## src/rtl/sram_arbiter_if.sv

```systemverilog
// Requester-side bus for one sram_arbiter port: level request held until a 1-cycle ack.
// Latency: none (wires only). Backpressure: the requester holds req and its fields stable until ack.
// The master modport is the requester; the slave modport is the arbiter.
interface sram_arbiter_if #(
    parameter int ADDR_W = 18
);
    logic              req;
    logic              we;
    logic [1:0]        be;
    logic [ADDR_W-1:0] addr;
    logic [15:0]       wdata;
    logic              ack;
    logic [15:0]       rdata;

    modport master (output req, we, be, addr, wdata, input ack, rdata);
    modport slave  (input req, we, be, addr, wdata, output ack, rdata);
endinterface

```

## src/rtl/sram_arbiter.sv

```systemverilog
// Two-port arbiter/sequencer for a 256Kx16 async SRAM; fixed-priority A with a B starvation guard,
// or round-robin when SRAM_ARB_ROUND_ROBIN_EN is defined. Latency: ack WAIT_CYCLES+2 cycles after grant.
// Backpressure: requests wait in IDLE; one access per WAIT_CYCLES+3 cycles, never granted during DONE.
module sram_arbiter #(
    parameter int ADDR_W       = 18,
    parameter int WAIT_CYCLES  = 1,
    parameter int STARVE_LIMIT = 4
) (
    input  logic              clk,
    input  logic              reset,
    sram_arbiter_if.slave     port_a,
    sram_arbiter_if.slave     port_b,
    output logic [ADDR_W-1:0] sram_addr,
    output logic [15:0]       sram_d_out,
    output logic              sram_d_oe,
    input  logic [15:0]       sram_d_in,
    output logic              sram_ce_n,
    output logic              sram_oe_n,
    output logic              sram_we_n,
    output logic              sram_lb_n,
    output logic              sram_ub_n,
    output logic              busy
);
    typedef enum logic [1:0] {IDLE, SETUP, STROBE, DONE} state_t;

    state_t            state, state_nxt;
    logic [3:0]        cnt, cnt_nxt;
    logic              port_sel, port_nxt;
    logic              we_q, we_nxt;
    logic [1:0]        be_q, be_nxt;
    logic [ADDR_W-1:0] addr_nxt;
    logic [15:0]       wdata_nxt;
    logic              grant_a, grant_b, pick_b;
    logic              en_nxt;
    logic              a_ack, b_ack;
    logic [15:0]       a_rdata, b_rdata;

`ifdef SRAM_ARB_ROUND_ROBIN_EN
    logic last_b;
    assign pick_b = port_b.req && (!port_a.req || !last_b);
`else
    logic [3:0] starve_cnt;
    assign pick_b = port_b.req && (!port_a.req || starve_cnt == 4'(STARVE_LIMIT));
`endif

    always_comb begin
        state_nxt = state;
        cnt_nxt   = cnt;
        grant_a   = 1'b0;
        grant_b   = 1'b0;
        case (state)
            IDLE: begin
                if (port_a.req || port_b.req) begin
                    state_nxt = SETUP;
                    grant_b   = pick_b;
                    grant_a   = !pick_b;
                end
            end
            SETUP: begin
                state_nxt = STROBE;
                cnt_nxt   = 4'(WAIT_CYCLES - 1);
            end
            STROBE: begin
                if (cnt == 4'd0) state_nxt = DONE;
                else             cnt_nxt   = cnt - 4'd1;
            end
            default: state_nxt = IDLE;
        endcase

        // sram_addr and sram_d_out double as the latched request address and write data
        port_nxt  = port_sel;
        we_nxt    = we_q;
        be_nxt    = be_q;
        addr_nxt  = sram_addr;
        wdata_nxt = sram_d_out;
        if (grant_a) begin
            port_nxt  = 1'b0;
            we_nxt    = port_a.we;
            be_nxt    = port_a.be;
            addr_nxt  = port_a.addr;
            wdata_nxt = port_a.wdata;
        end else if (grant_b) begin
            port_nxt  = 1'b1;
            we_nxt    = port_b.we;
            be_nxt    = port_b.be;
            addr_nxt  = port_b.addr;
            wdata_nxt = port_b.wdata;
        end
        en_nxt = (state_nxt != IDLE) && (be_nxt != 2'b00);
    end

    always_ff @(posedge clk) begin
        if (reset) begin
            state      <= IDLE;
            cnt        <= 4'd0;
            port_sel   <= 1'b0;
            we_q       <= 1'b0;
            be_q       <= 2'b00;
            sram_addr  <= '0;
            sram_d_out <= 16'h0000;
            sram_d_oe  <= 1'b0;
            sram_ce_n  <= 1'b1;
            sram_oe_n  <= 1'b1;
            sram_we_n  <= 1'b1;
            sram_lb_n  <= 1'b1;
            sram_ub_n  <= 1'b1;
            a_ack      <= 1'b0;
            b_ack      <= 1'b0;
            a_rdata    <= 16'h0000;
            b_rdata    <= 16'h0000;
`ifdef SRAM_ARB_ROUND_ROBIN_EN
            last_b     <= 1'b1;
`else
            starve_cnt <= 4'd0;
`endif
        end else begin
            state      <= state_nxt;
            cnt        <= cnt_nxt;
            port_sel   <= port_nxt;
            we_q       <= we_nxt;
            be_q       <= be_nxt;
            sram_addr  <= addr_nxt;
            sram_d_out <= wdata_nxt;
            // Strobes are registered from the next state so pins change cleanly on the edge
            sram_ce_n  <= !en_nxt;
            sram_lb_n  <= !(en_nxt && be_nxt[0]);
            sram_ub_n  <= !(en_nxt && be_nxt[1]);
            sram_oe_n  <= !(en_nxt && !we_nxt && state_nxt != DONE);
            sram_we_n  <= !(en_nxt && we_nxt && state_nxt == STROBE);
            sram_d_oe  <= en_nxt && we_nxt;
            a_ack      <= (state_nxt == DONE) && !port_nxt;
            b_ack      <= (state_nxt == DONE) && port_nxt;

            if (state == STROBE && cnt == 4'd0 && !we_q) begin
                if (port_sel) begin
                    if (be_q[0]) b_rdata[7:0]  <= sram_d_in[7:0];
                    if (be_q[1]) b_rdata[15:8] <= sram_d_in[15:8];
                end else begin
                    if (be_q[0]) a_rdata[7:0]  <= sram_d_in[7:0];
                    if (be_q[1]) a_rdata[15:8] <= sram_d_in[15:8];
                end
            end

`ifdef SRAM_ARB_ROUND_ROBIN_EN
            if (grant_a)      last_b <= 1'b0;
            else if (grant_b) last_b <= 1'b1;
`else
            if (state == IDLE) begin
                if (!port_b.req || grant_b) starve_cnt <= 4'd0;
                else if (grant_a)           starve_cnt <= starve_cnt + 4'd1;
            end
`endif
        end
    end

    assign busy         = (state != IDLE);
    assign port_a.ack   = a_ack;
    assign port_b.ack   = b_ack;
    assign port_a.rdata = a_rdata;
    assign port_b.rdata = b_rdata;
endmodule

```

## src/flat_wrapper.sv

```systemverilog
// flat-port wrapper written by rule: the top's interface ports become plain ports
module sram_arbiter_flat 
#(
    parameter int ADDR_W       = 18,
    parameter int WAIT_CYCLES  = 1,
    parameter int STARVE_LIMIT = 4
)
  (clk, reset, sram_addr, sram_d_out, sram_d_oe, sram_d_in, sram_ce_n, sram_oe_n, sram_we_n, sram_lb_n, sram_ub_n, busy, port_a_req, port_a_we, port_a_be, port_a_addr, port_a_wdata, port_a_ack, port_a_rdata, port_b_req, port_b_we, port_b_be, port_b_addr, port_b_wdata, port_b_ack, port_b_rdata);
  sram_arbiter_if #(.ADDR_W(ADDR_W)) port_a_i ();
  sram_arbiter_if #(.ADDR_W(ADDR_W)) port_b_i ();
  input  logic clk;
  input  logic reset;
  output logic [ADDR_W-1:0] sram_addr;
  output logic [15:0] sram_d_out;
  output logic sram_d_oe;
  input  logic [15:0] sram_d_in;
  output logic sram_ce_n;
  output logic sram_oe_n;
  output logic sram_we_n;
  output logic sram_lb_n;
  output logic sram_ub_n;
  output logic busy;
  input wire logic [$bits(port_a_i.req)-1:0] port_a_req;
  input wire logic [$bits(port_a_i.we)-1:0] port_a_we;
  input wire logic [$bits(port_a_i.be)-1:0] port_a_be;
  input wire logic [$bits(port_a_i.addr)-1:0] port_a_addr;
  input wire logic [$bits(port_a_i.wdata)-1:0] port_a_wdata;
  output wire logic [$bits(port_a_i.ack)-1:0] port_a_ack;
  output wire logic [$bits(port_a_i.rdata)-1:0] port_a_rdata;
  input wire logic [$bits(port_b_i.req)-1:0] port_b_req;
  input wire logic [$bits(port_b_i.we)-1:0] port_b_we;
  input wire logic [$bits(port_b_i.be)-1:0] port_b_be;
  input wire logic [$bits(port_b_i.addr)-1:0] port_b_addr;
  input wire logic [$bits(port_b_i.wdata)-1:0] port_b_wdata;
  output wire logic [$bits(port_b_i.ack)-1:0] port_b_ack;
  output wire logic [$bits(port_b_i.rdata)-1:0] port_b_rdata;
  assign port_a_i.req = port_a_req;
  assign port_a_i.we = port_a_we;
  assign port_a_i.be = port_a_be;
  assign port_a_i.addr = port_a_addr;
  assign port_a_i.wdata = port_a_wdata;
  assign port_a_ack = port_a_i.ack;
  assign port_a_rdata = port_a_i.rdata;
  assign port_b_i.req = port_b_req;
  assign port_b_i.we = port_b_we;
  assign port_b_i.be = port_b_be;
  assign port_b_i.addr = port_b_addr;
  assign port_b_i.wdata = port_b_wdata;
  assign port_b_ack = port_b_i.ack;
  assign port_b_rdata = port_b_i.rdata;
  sram_arbiter #(.ADDR_W(ADDR_W), .WAIT_CYCLES(WAIT_CYCLES), .STARVE_LIMIT(STARVE_LIMIT)) u_core (.clk(clk), .reset(reset), .port_a(port_a_i), .port_b(port_b_i), .sram_addr(sram_addr), .sram_d_out(sram_d_out), .sram_d_oe(sram_d_oe), .sram_d_in(sram_d_in), .sram_ce_n(sram_ce_n), .sram_oe_n(sram_oe_n), .sram_we_n(sram_we_n), .sram_lb_n(sram_lb_n), .sram_ub_n(sram_ub_n), .busy(busy));
endmodule
```

## config.mk

```make
export PLATFORM = sky130hd
export DESIGN_NAME = sram_arbiter_flat
export DESIGN_NICKNAME = d
export VERILOG_FILES = /design/src/rtl/sram_arbiter_if.sv /design/src/rtl/sram_arbiter.sv /design/src/flat_wrapper.sv
export SDC_FILE = /design/constraint.sdc
export NUM_CORES = 1
export LEC_CHECK = 0
export CAP_MARGIN = 10
export CORE_UTILIZATION = 42
export CTS_CLUSTER_DIAMETER = 120
export CTS_CLUSTER_SIZE = 8
export DETAILED_ROUTE_END_ITERATION = 10
export HOLD_SLACK_MARGIN = 0.12
export PLACE_DENSITY = 0.81
export SLEW_MARGIN = 40
export SYNTH_ARGS = -nofsm -noshare
export SYNTH_HDL_FRONTEND = slang
export SYNTH_SLANG_ARGS = --single-unit
export TNS_END_PERCENT = 5
```

## constraint.sdc

```tcl
create_clock -name clk -period 2.19 [get_ports clk]
set_input_delay 0.3285 -clock clk [delete_from_list [all_inputs] [get_ports clk]]
set_output_delay 0.3285 -clock clk [all_outputs]
set_load 0.02 [all_outputs]
```

### After elaboration in Yosys (flattened, before gate mapping)

Cells that the tools add are included.
W data, S select, Z words.

| storage, ports and cells | value |
|---|---|
| logic and storage cells | 91 |
| output and inout port bits | 75 |
| input bits | 94 |
| register bits | 88 |

| cells by class | value |
|---|---|
| add/sub/neg operators | 2 |
| bitwise operators | 1 |
| multiplexer cells | 21 |
| equal/unequal tests | 7 |
| reductions and logical operators | 40 |

Operator list:

| kind | number |
|---|---|
| $mux W18 | 2 |
| $mux W16 | 2 |
| $logic_and A1 B1 Y1 | 12 |
| $mux W4 | 3 |
| $reduce_and A3 Y1 | 4 |
| $reduce_bool A2 Y1 | 6 |
| $logic_not A1 Y1 | 11 |
| $mux W1 | 8 |
| $mux W2 | 4 |
| $pmux W4 S2 | 1 |
| $eq A2 B2 Y1 const B | 3 |
| $pmux W2 S3 | 1 |
| $add A4 B1 Y4 const B | 1 |
| $eq A4 B3 Y1 const B | 1 |
| $logic_not A4 Y1 | 1 |
| $ne A2 B2 Y1 const B | 2 |
| $reduce_and A2 Y1 | 2 |
| $sub A4 B1 Y4 const B | 1 |
| $logic_or A1 B1 Y1 | 3 |
| $eq A2 B1 Y1 const B | 1 |
| $logic_not A2 Y1 | 1 |
| $not A1 Y1 | 1 |

### Depth between registers and ports, before layout

Gate-level depths: netlist of run 1.

| logic depth | value |
|---|---|
| word-level depth | 12 |
| gate-level depth with buffers | 7 |
| depth with buffers taken out | 6 |

### Worst setup path after synthesis of run 1

No wires, ideal clock.

| timing | value |
|---|---|
| kind | register to register |
| start point | register u_core.state[0] |
| end point | register u_core.sram_oe_n |
| path slack | 420 ps |
| data arrival time | 1645 ps |
| buffers on the path | 0 |
| setup time | 124 ps |
| clock period less this slack | 1770 ps |
| data required time | 2066 ps |
| stages on the path, launching flop included | 7 |
| cells stage by stage | dfxtp_1 -> inv_1 -> ha_1 -> inv_1 -> a21oi_2 -> a221o_1 -> a2111o_1 |

| on the way | value |
|---|---|
| longest elaborated chain between the ends | 9 |
| elaborated cells between the ends (all ways) | 20 |
| classes of those cells | eq/ne (3); mux (9); reduce/logical (8) |

Ends and longest elaborated chain:

| element | line | source |
|---|---|---|
| start, declared | sram_arbiter.sv:26 | `state_t state, state_nxt;` |
| start signal, assigned | sram_arbiter.sv:117 | `state <= state_nxt;` |
| $logic_not A2 Y1 | sram_arbiter.sv:51 | `case (state)` |
| $mux W1 | sram_arbiter.sv:51 |  |
| $mux W2 | sram_arbiter.sv:82 | `end else if (grant_b) begin` |
| $mux W2 | sram_arbiter.sv:76 | `if (grant_a) begin` |
| $reduce_bool A2 Y1 | sram_arbiter.sv:89 | `en_nxt = (state_nxt != IDLE) && (be_nxt != 2'b00);` |
| $logic_and A1 B1 Y1 | sram_arbiter.sv:89 |  |
| $logic_and A1 B1 Y1 | sram_arbiter.sv:128 | `sram_oe_n <= !(en_nxt && !we_nxt && state_nxt != DONE);` |
| $logic_and A1 B1 Y1 (*) | sram_arbiter.sv:128 |  |
| $logic_not A1 Y1 (*) | sram_arbiter.sv:128 |  |
| end signal, assigned | sram_arbiter.sv:128 |  |
| end, declared | sram_arbiter.sv:18 | `output logic sram_oe_n,` |

Every way passes the cells marked *; elsewhere a longest branch is shown, timed or not.
A chain may end at the register's enable or synchronous reset.

### Final worst setup path of run 1

| timing | value |
|---|---|
| start point | register u_core.state[0] |
| end point | output port busy |

| on the way | value |
|---|---|
| longest elaborated chain between the ends | 1 |

Ends and longest elaborated chain:

| element | line | source |
|---|---|---|
| $reduce_bool A2 Y1 | sram_arbiter.sv:156 | `assign busy = (state != IDLE);` |
| end, declared | flat_wrapper.sv:22 | `output logic busy;` |

Every way passes these cells.

==> impl_metrics.py, run 1 <==
metrics = {
    "run_status": {
        "status": "completed",
    },
    "logic_synthesis": {
        "synthMuxAreaShare_pct": 17.8,
        "yosysTopAreaCellShare_pct": 47.5,
        "syn_inst": 372,
        "yosysUniqueCellTypes": 41,
        "postSynthRegisterBits": 88,
        "synth-simple-area-share_pct": 15.0,
        "synth_compound_area_share_pct": 12.3,
        "synth_area_leaders": "dfxtp_1 48%, mux2i_1 18%, nor2_1 7.7%",
        "synth_nets": 475,
        "async_reset_ff_share_pct": 0,
        "synthFlopType": "dfxtp_1",
        "ys_seq_area_share_pct": 47.5,
        "synth_warnings": 0,
        "synth-edff-count": 0,
        "mappedNetlistArea_sq_um": 3710,
        "synth-xor-area-share_pct": 0.473,
        "synthAdderAreaFrac_pct": 3.04,
        "yosys.area.top_type": "dfxtp_1",
        "synth_top_family_by_area": "multiplexers",
        "syn_avg_cell_area_sq_um": 9.96,
    },
    "timing": {
        "max_freq_mhz": 499,
        "fin_hold_ws_ns": 0.415,
        "min_period_ns": 2.00,
        "worstMarginPinSlew_ns": 0.493,
        "slew_viol_final": 0,
        "setup_viol": 0,
        "hold_viol": 0,
        "tns_ns": 0,
        "final.period_utilization_pct": 91.5,
        "relSlewSlack_pct": 67.1,
        "rsz0062_at_grt": "no",
        "finClkSkew_ns": 0.0108,
    },
    "global_routing": {
        "globalRouteMet2Util_pct": 36.5,
        "busiest_layer": "met2",
        "grt-ovfl-total": 0,
        "grt_util_met3_pct": 8.45,
        "grt_first_pass_wirelength_um": 14900,
        "grtUsageMet1_pct": 23.1,
        "track_usage_pct": 21.2,
        "first_global_vias": 3288,
        "grt_max_degree": 69,
        "antenna_found_initial": 0,
    },
    "critical_path": {
        "path_max_fanout": 5,
        "path_cells": "inv_1 > ha_1 > inv_1 > dlygate4sd2_1",
        "arrival_ns": 1.67,
        "crit_slowest_cell": "dfxtp_1",
        "critPathLaunch": "u_core.state[0]",
        "slowest_delay_ns": 0.41,
        "worstRegToRegCells": 7,
        "r2r_start": "u_core.state[0]",
        "path_class": "register to output port",
        "r2r_setup_slack_ns": 0.23,
        "cp.required_ns": 1.86,
        "startpoint_type": "register",
        "r2r_end": "u_core.port_a.rdata[14]",
        "critPathCaptureType": "output port",
        "cp_common_cell": "inv_1",
    },
    "cts": {
        "cts_max_level": 3,
        "cts_setup_buffers": 0,
        "ctsLongestPathBuffers": 2,
        "clkTransAtPathRegs_ns": 0.08,
        "cts-buffers-inserted": 9,
        "cts_resized": 1,
        "ctsRootBufferMaster": "clkbuf_8",
        "clock_sinks": 88,
        "hold_buffers": 0,
        "clk-insertion-delay-late_ns": 0.36,
        "tritoncts": "yes",
    },
    "cells_and_area": {
        "fillers": 656,
        "seq_area_sq_um": 1760,
        "layout_common_cells": "166 x clkdlybuf4s50_1, 88 x dfxtp_1, 75 x nor2_1",
        "fin_nets": 642,
        "syn_to_final_growth_pct": 55.1,
        "multi_input_area_sq_um": 1820,
        "num_antenna_cells": 0,
        "final_common_cell": "clkdlybuf4s50_1",
        "layout-drive-gt1-share_pct": 6.80,
    },
    "drt": {
        "viasPerCell": 5.11,
        "first_pass_iters": 4,
        "ant_nets": 0,
        "route.detailed.drc": 0,
        "vias": 3314,
        "first_iter_violations": 99,
        "drt-total-wl_um": 9510,
        "wl_per_cell_um": 14.7,
    },
    "power_and_ir_drop": {
        "sequentialPowerShare_pct": 38.3,
        "p_per_area_nw_per_um2": 965,
        "power.switching_w": 0.00198,
        "internal-power_w": 0.00356,
        "p_leak_nw": 2.22,
        "clock_power_share_pct": 20.1,
        "switching_share_pct": 35.8,
        "combPwrFrac_pct": 41.6,
        "ir_worst_vdd_mv": 0.558,
    },
    "worst_hold_path": {
        "holdPathEnd": "u_core.port_a.rdata[5]",
        "hold_path_depth": 2,
        "hp-class": "input pin to register",
        "min-delay-start": "reset",
    },
    "place": {
        "io_buffer_count": 168,
        "hpwlAfterDp_um": 7100,
        "gp_congestion": 0.789,
    },
    "die": {
        "initial_core_util_pct": 44.2,
        "rows": 33,
        "die_h_um": 95.9,
        "fp.dieW_um": 95.9,
        "die_area_sq_um": 9200,
        "coreArea_sq_um": 8380,
        "num_io_pins": 169,
    },
    "flow_run": {
        "cap_violations": 0,
    },
}
worst max-delay path: cells and delay by family, from the launching register on:
kind	cells	cell delay, ns
fa+ha+maj	1	0.25
buf+inv	3	0.66
flops	1	0.41
logic make-up (layout without fill, tap and decap cells):
group | after synthesis | after routing
mux | 66 | 66
simple gates | 112 | 112
buf+inv | 32 | 204
compound gates | 63 | 63
fa+ha+maj | 9 | 9
flops | 88 | 88
xor+xnor | 2 | 2
final cells by class:
cell class	count	area share (%)
clock inverter	6	1.20
clock buffer	10	2.22
timing repair buffer	180	31.4
inverter	8	0.523
tap	105	2.29
sequential	88	30.7
multi-input combinational	252	31.7
layer usage:
metal,routed length (um),up-vias
li1,-,1655
met3,848,14
met4,166,0
met2,4650,112
met5,0,-
met1,3840,1533
how the worst max path moves through the flow:
stage / to / slack (ns) / depth (start not counted)
2_1_floorplan: u_core.sram_oe_n / 0.42 / 6
3_3_place_gp: u_core.sram_oe_n / 0.12 / 5
3_5_place_dp: u_core.sram_oe_n / 0.06 / 6
4_1_cts: busy / 0.16 / 4
5_1_grt: u_core.port_a.rdata[11] / 0.06 / 7
6_report: busy / 0.19 / 4
power by group through the flow:
stage	combinational (W)	clock (W)	sequential [W]
after detailed placement	0.00231	0	0.00216
final	0.00231	0.00111	0.00212
after CTS	0.00232	0.00114	0.00213
after global routing	0.00249	0.00121	0.00216
after global placement	0.00227	0	0.00215
after floorplan	0.000872	0	0.00252
sequential cells by signal, summed over array words and instances, names as in the netlist:
signal	flops
u_core.starve_cnt	4
u_core.state	2
u_core.port_b.ack	1
u_core.sram_d_out	16
u_core.port_b.rdata	16
u_core.sram_oe_n	1
u_core.be_q	2
u_core.sram_we_n	1
u_core.sram_ub_n	1
u_core.cnt	4
u_core.sram_d_oe	1
u_core.sram_addr	18
u_core.we_q	1
u_core.sram_ce_n	1
u_core.port_sel	1
u_core.port_a.ack	1
u_core.port_a.rdata	16
u_core.sram_lb_n	1
synth_stat cells (2+ instances only):
library cell / count
dfxtp_1: 88
nor2_1: 76
mux2i_1: 66
a211oi_1: 35
clkbuf_1: 14
a21oi_1: 9
ha_1: 9
inv_1: 8
buf_2: 6
nand2b_1: 6
o21ai_0: 5
buf_4: 4
nand4b_1: 4
nor3_1: 4
a221o_1: 3
and2_1: 3
nand2_1: 3
a221oi_1: 2
nand3b_1: 2
nand4bb_1: 2
nor2b_1: 2
nor4b_1: 2
through the flow:
step | total power (W) | worst slack [ns] | util, % | std cells | area, sq um
global placement | 0.00442 | 0.115 | 66.2 | 633 | 5550
floorplan | 0.00339 | 0.420 | - | 372 | 3710
CTS | 0.00559 | 0.159 | 68.5 | 649 | 5740
finish | 0.00554 | 0.187 | 68.6 | 649 | 5750
detailed placement | 0.00447 | 0.0555 | 66.2 | 633 | 5550
global route | 0.00586 | 0.0649 | 68.6 | 649 | 5750
No activity file was read; power rests on OpenSTA's default activity.
==> inputs of run 2 (changes only) <==
--- a/config.mk
+++ b/config.mk
@@ -6,12 +6,13 @@
 export NUM_CORES = 1
 export LEC_CHECK = 0
 export CAP_MARGIN = 10
-export CORE_UTILIZATION = 42
+export CORE_UTILIZATION = 45
 export CTS_CLUSTER_DIAMETER = 120
 export CTS_CLUSTER_SIZE = 8
 export DETAILED_ROUTE_END_ITERATION = 10
 export HOLD_SLACK_MARGIN = 0.12
-export PLACE_DENSITY = 0.81
+export MAX_ROUTING_LAYER = met4
+export PLACE_DENSITY = 0.86
 export SLEW_MARGIN = 40
 export SYNTH_ARGS = -nofsm -noshare
 export SYNTH_HDL_FRONTEND = slang
==> constraint.sdc (replaced) <==
create_clock -name clk -period 2.5 [get_ports clk]
set_input_delay 0.375 -clock clk [delete_from_list [all_inputs] [get_ports clk]]
set_output_delay 0.375 -clock clk [all_outputs]
set_load 0.02 [all_outputs]
==> impl_metrics.py, run 2 (synthesized netlist as in run 1, its figures left out) <==
metrics = {
    "critical_path": {
        "r2r_start": "u_core.state[0]",
        "worstRegToRegCells": 7,
        "arrival_ns": 1.92,
        "startpoint_type": "register",
        "path_max_fanout": 5,
        "path_class": "register to output port",
        "cp.required_ns": 2.12,
        "r2r_end": "u_core.port_a.rdata[15]",
        "critPathCaptureType": "output port",
        "r2r_setup_slack_ns": 0.46,
    },
    "place": {
        "numPlacedInstances": 625,
        "hpwlAfterDp_um": 7220,
        "place_worst_setup_slack_ns": 0.132,
        "place_area_sq_um": 5510,
        "io_buffer_count": 168,
        "gp_congestion": 0.858,
    },
    "drt": {
        "route.detailed.drc": 0,
        "ant_nets": 0,
        "first_pass_iters": 4,
        "wl_per_cell_um": 15.0,
        "first_iter_violations": 89,
        "viasPerCell": 5.19,
        "drt-total-wl_um": 9610,
        "vias": 3332,
    },
    "timing": {
        "min_period_ns": 2.29,
        "setup_slack_ns": 0.210,
        "slew_viol_final": 0,
        "tns_ns": 0,
        "finClkSkew_ns": 0.0105,
        "final.period_utilization_pct": 91.6,
        "hold_viol": 0,
        "worstMarginPinSlew_ns": 0.469,
        "rsz0062_at_grt": "no",
        "max_freq_mhz": 437,
        "relSlewSlack_pct": 68.5,
        "setup_viol": 0,
    },
    "run_status": {
        "status": "completed",
    },
    "power_and_ir_drop": {
        "p_leak_nw": 2.21,
        "combPwrFrac_pct": 42.1,
        "sequentialPowerShare_pct": 39.2,
        "switching_share_pct": 36.1,
        "clock_power_share_pct": 18.8,
        "p_per_area_nw_per_um2": 834,
        "power.switching_w": 0.00172,
        "ir_worst_vdd_mv": 0.405,
        "internal-power_w": 0.00305,
        "finalPower_w": 0.00477,
    },
    "cts": {
        "ctsLongestPathBuffers": 2,
        "clkTransAtPathRegs_ns": 0.09,
        "cts_resized": 0,
        "cts_max_level": 3,
        "tritoncts": "yes",
        "ctsRootBufferMaster": "clkbuf_8",
        "hold_buffers": 0,
        "clock_sinks": 88,
        "cts_setup_buffers": 0,
        "clk-insertion-delay-late_ns": 0.35,
        "cts-buffers-inserted": 9,
    },
    "cells_and_area": {
        "regMostFlops": "u_core.sram_addr",
        "largest_reg_flops": 18,
        "fin_cells": 642,
        "post-route-cell-area_sq_um": 5720,
        "final_common_cell": "clkdlybuf4s50_1",
        "syn_to_final_growth_pct": 54.2,
        "num_antenna_cells": 0,
        "fin_nets": 638,
        "layout-drive-gt1-share_pct": 6.11,
        "layout_common_cells": "167 x clkdlybuf4s50_1, 88 x dfxtp_1, 75 x nor2_1",
    },
    "die": {
        "die_h_um": 92.8,
        "initial_core_util_pct": 47.2,
        "num_io_pins": 169,
        "rows": 32,
        "die_area_sq_um": 8600,
        "coreArea_sq_um": 7850,
        "fp.dieW_um": 92.8,
    },
    "global_routing": {
        "antenna_found_initial": 0,
        "grt-ovfl-total": 0,
        "grt_first_pass_wirelength_um": 15200,
        "grt_max_degree": 69,
        "first_global_vias": 3271,
        "track_usage_pct": 23.0,
    },
    "worst_hold_path": {
        "hold_path_depth": 2,
        "min-delay-start": "reset",
        "holdPathEnd": "u_core.port_b.rdata[7]",
        "hp-class": "input pin to register",
    },
    "flow_run": {
        "cap_violations": 0,
    },
}
==> run 2: changes by cell type in the layout (fill, tap and decap cells not counted), sizes merged <==
cell           before  now
dlygate4sd2         1    0
bufinv              1    0
inv                 9   10
clkbuf             10   11
clkinv              0    2
clkinvlp            4    1
clkdlybuf4s50     166  167
buf                13    9
==> run 2: how the worst max path moves through the flow <==
| stage | from | to | slack, ns | cells after the start |
|---|---|---|---|---|
| global route | u_core.state[0] | busy | 0.12 | 4 |
| CTS | u_core.state[0] | busy | 0.20 | 4 |
| finish | u_core.state[0] | busy | 0.21 | 4 |
| detailed placement | port_b_req | u_core.sram_oe_n | 0.13 | 5 |
| floorplan | u_core.state[0] | u_core.sram_oe_n | 0.73 | 6 |
| global placement | port_b_req | u_core.sram_oe_n | 0.19 | 5 |
==> run 2: area by class of cell <==
cell class,instances,area (sq um)
clock buffer,11,141
sequential,88,1760
fill,613,2130
inverter,8,30.0
tap,102,128
multi-input combinational,252,1820
timing repair buffer,176,1790
clock inverter,5,38.8
==> run 2: critical path, stage by stage, from the launching register on <==
cell and delay, ns:
dfxtp_1 0.42, inv_1 0.11, ha_1 0.25, inv_1 0.17
clkdlybuf4s50_1 0.63
==> run 2: routing by layer <==
layer | global-route usage, % | vias to the layer above | part of all wire (%)
met4 | 8.33 | 0 | 1.5
met1 | 25.2 | 1548 | 40
met5 | - | - | 0
li1 | - | 1656 | -
met3 | 4.02 | 17 | 4.8
met2 | 41.8 | 111 | 53
==> run 2: per-stage QoR <==
stage / utilization [%] / hold slack (ns)
floorplan: - / 0.475
global placement: 70.2 / 0.473
detailed placement: 70.2 / 0.483
CTS: 72.5 / 0.505
global route: 72.8 / 0.452
finish: 72.8 / 0.450
==> run 2: power by group through the flow <==
stage	Clock, W	Sequential (W)	Combinational [W]
global placement	0	0.00188	0.00195
finish	0.000895	0.00187	0.00200
CTS	0.000921	0.00187	0.00201
floorplan	0	0.00221	0.000763
detailed placement	0	0.00190	0.00199
global route	0.000963	0.00190	0.00216
==> inputs of run 3 (changes only) <==
--- a/config.mk
+++ b/config.mk
@@ -8,7 +8,6 @@
 export CAP_MARGIN = 10
 export CORE_UTILIZATION = 45
 export CTS_CLUSTER_DIAMETER = 120
-export CTS_CLUSTER_SIZE = 8
 export DETAILED_ROUTE_END_ITERATION = 10
 export HOLD_SLACK_MARGIN = 0.12
 export MAX_ROUTING_LAYER = met4
==> results of run 3 <==
Same layout as run 2: the final DEF is identical, and so are final timing and power.
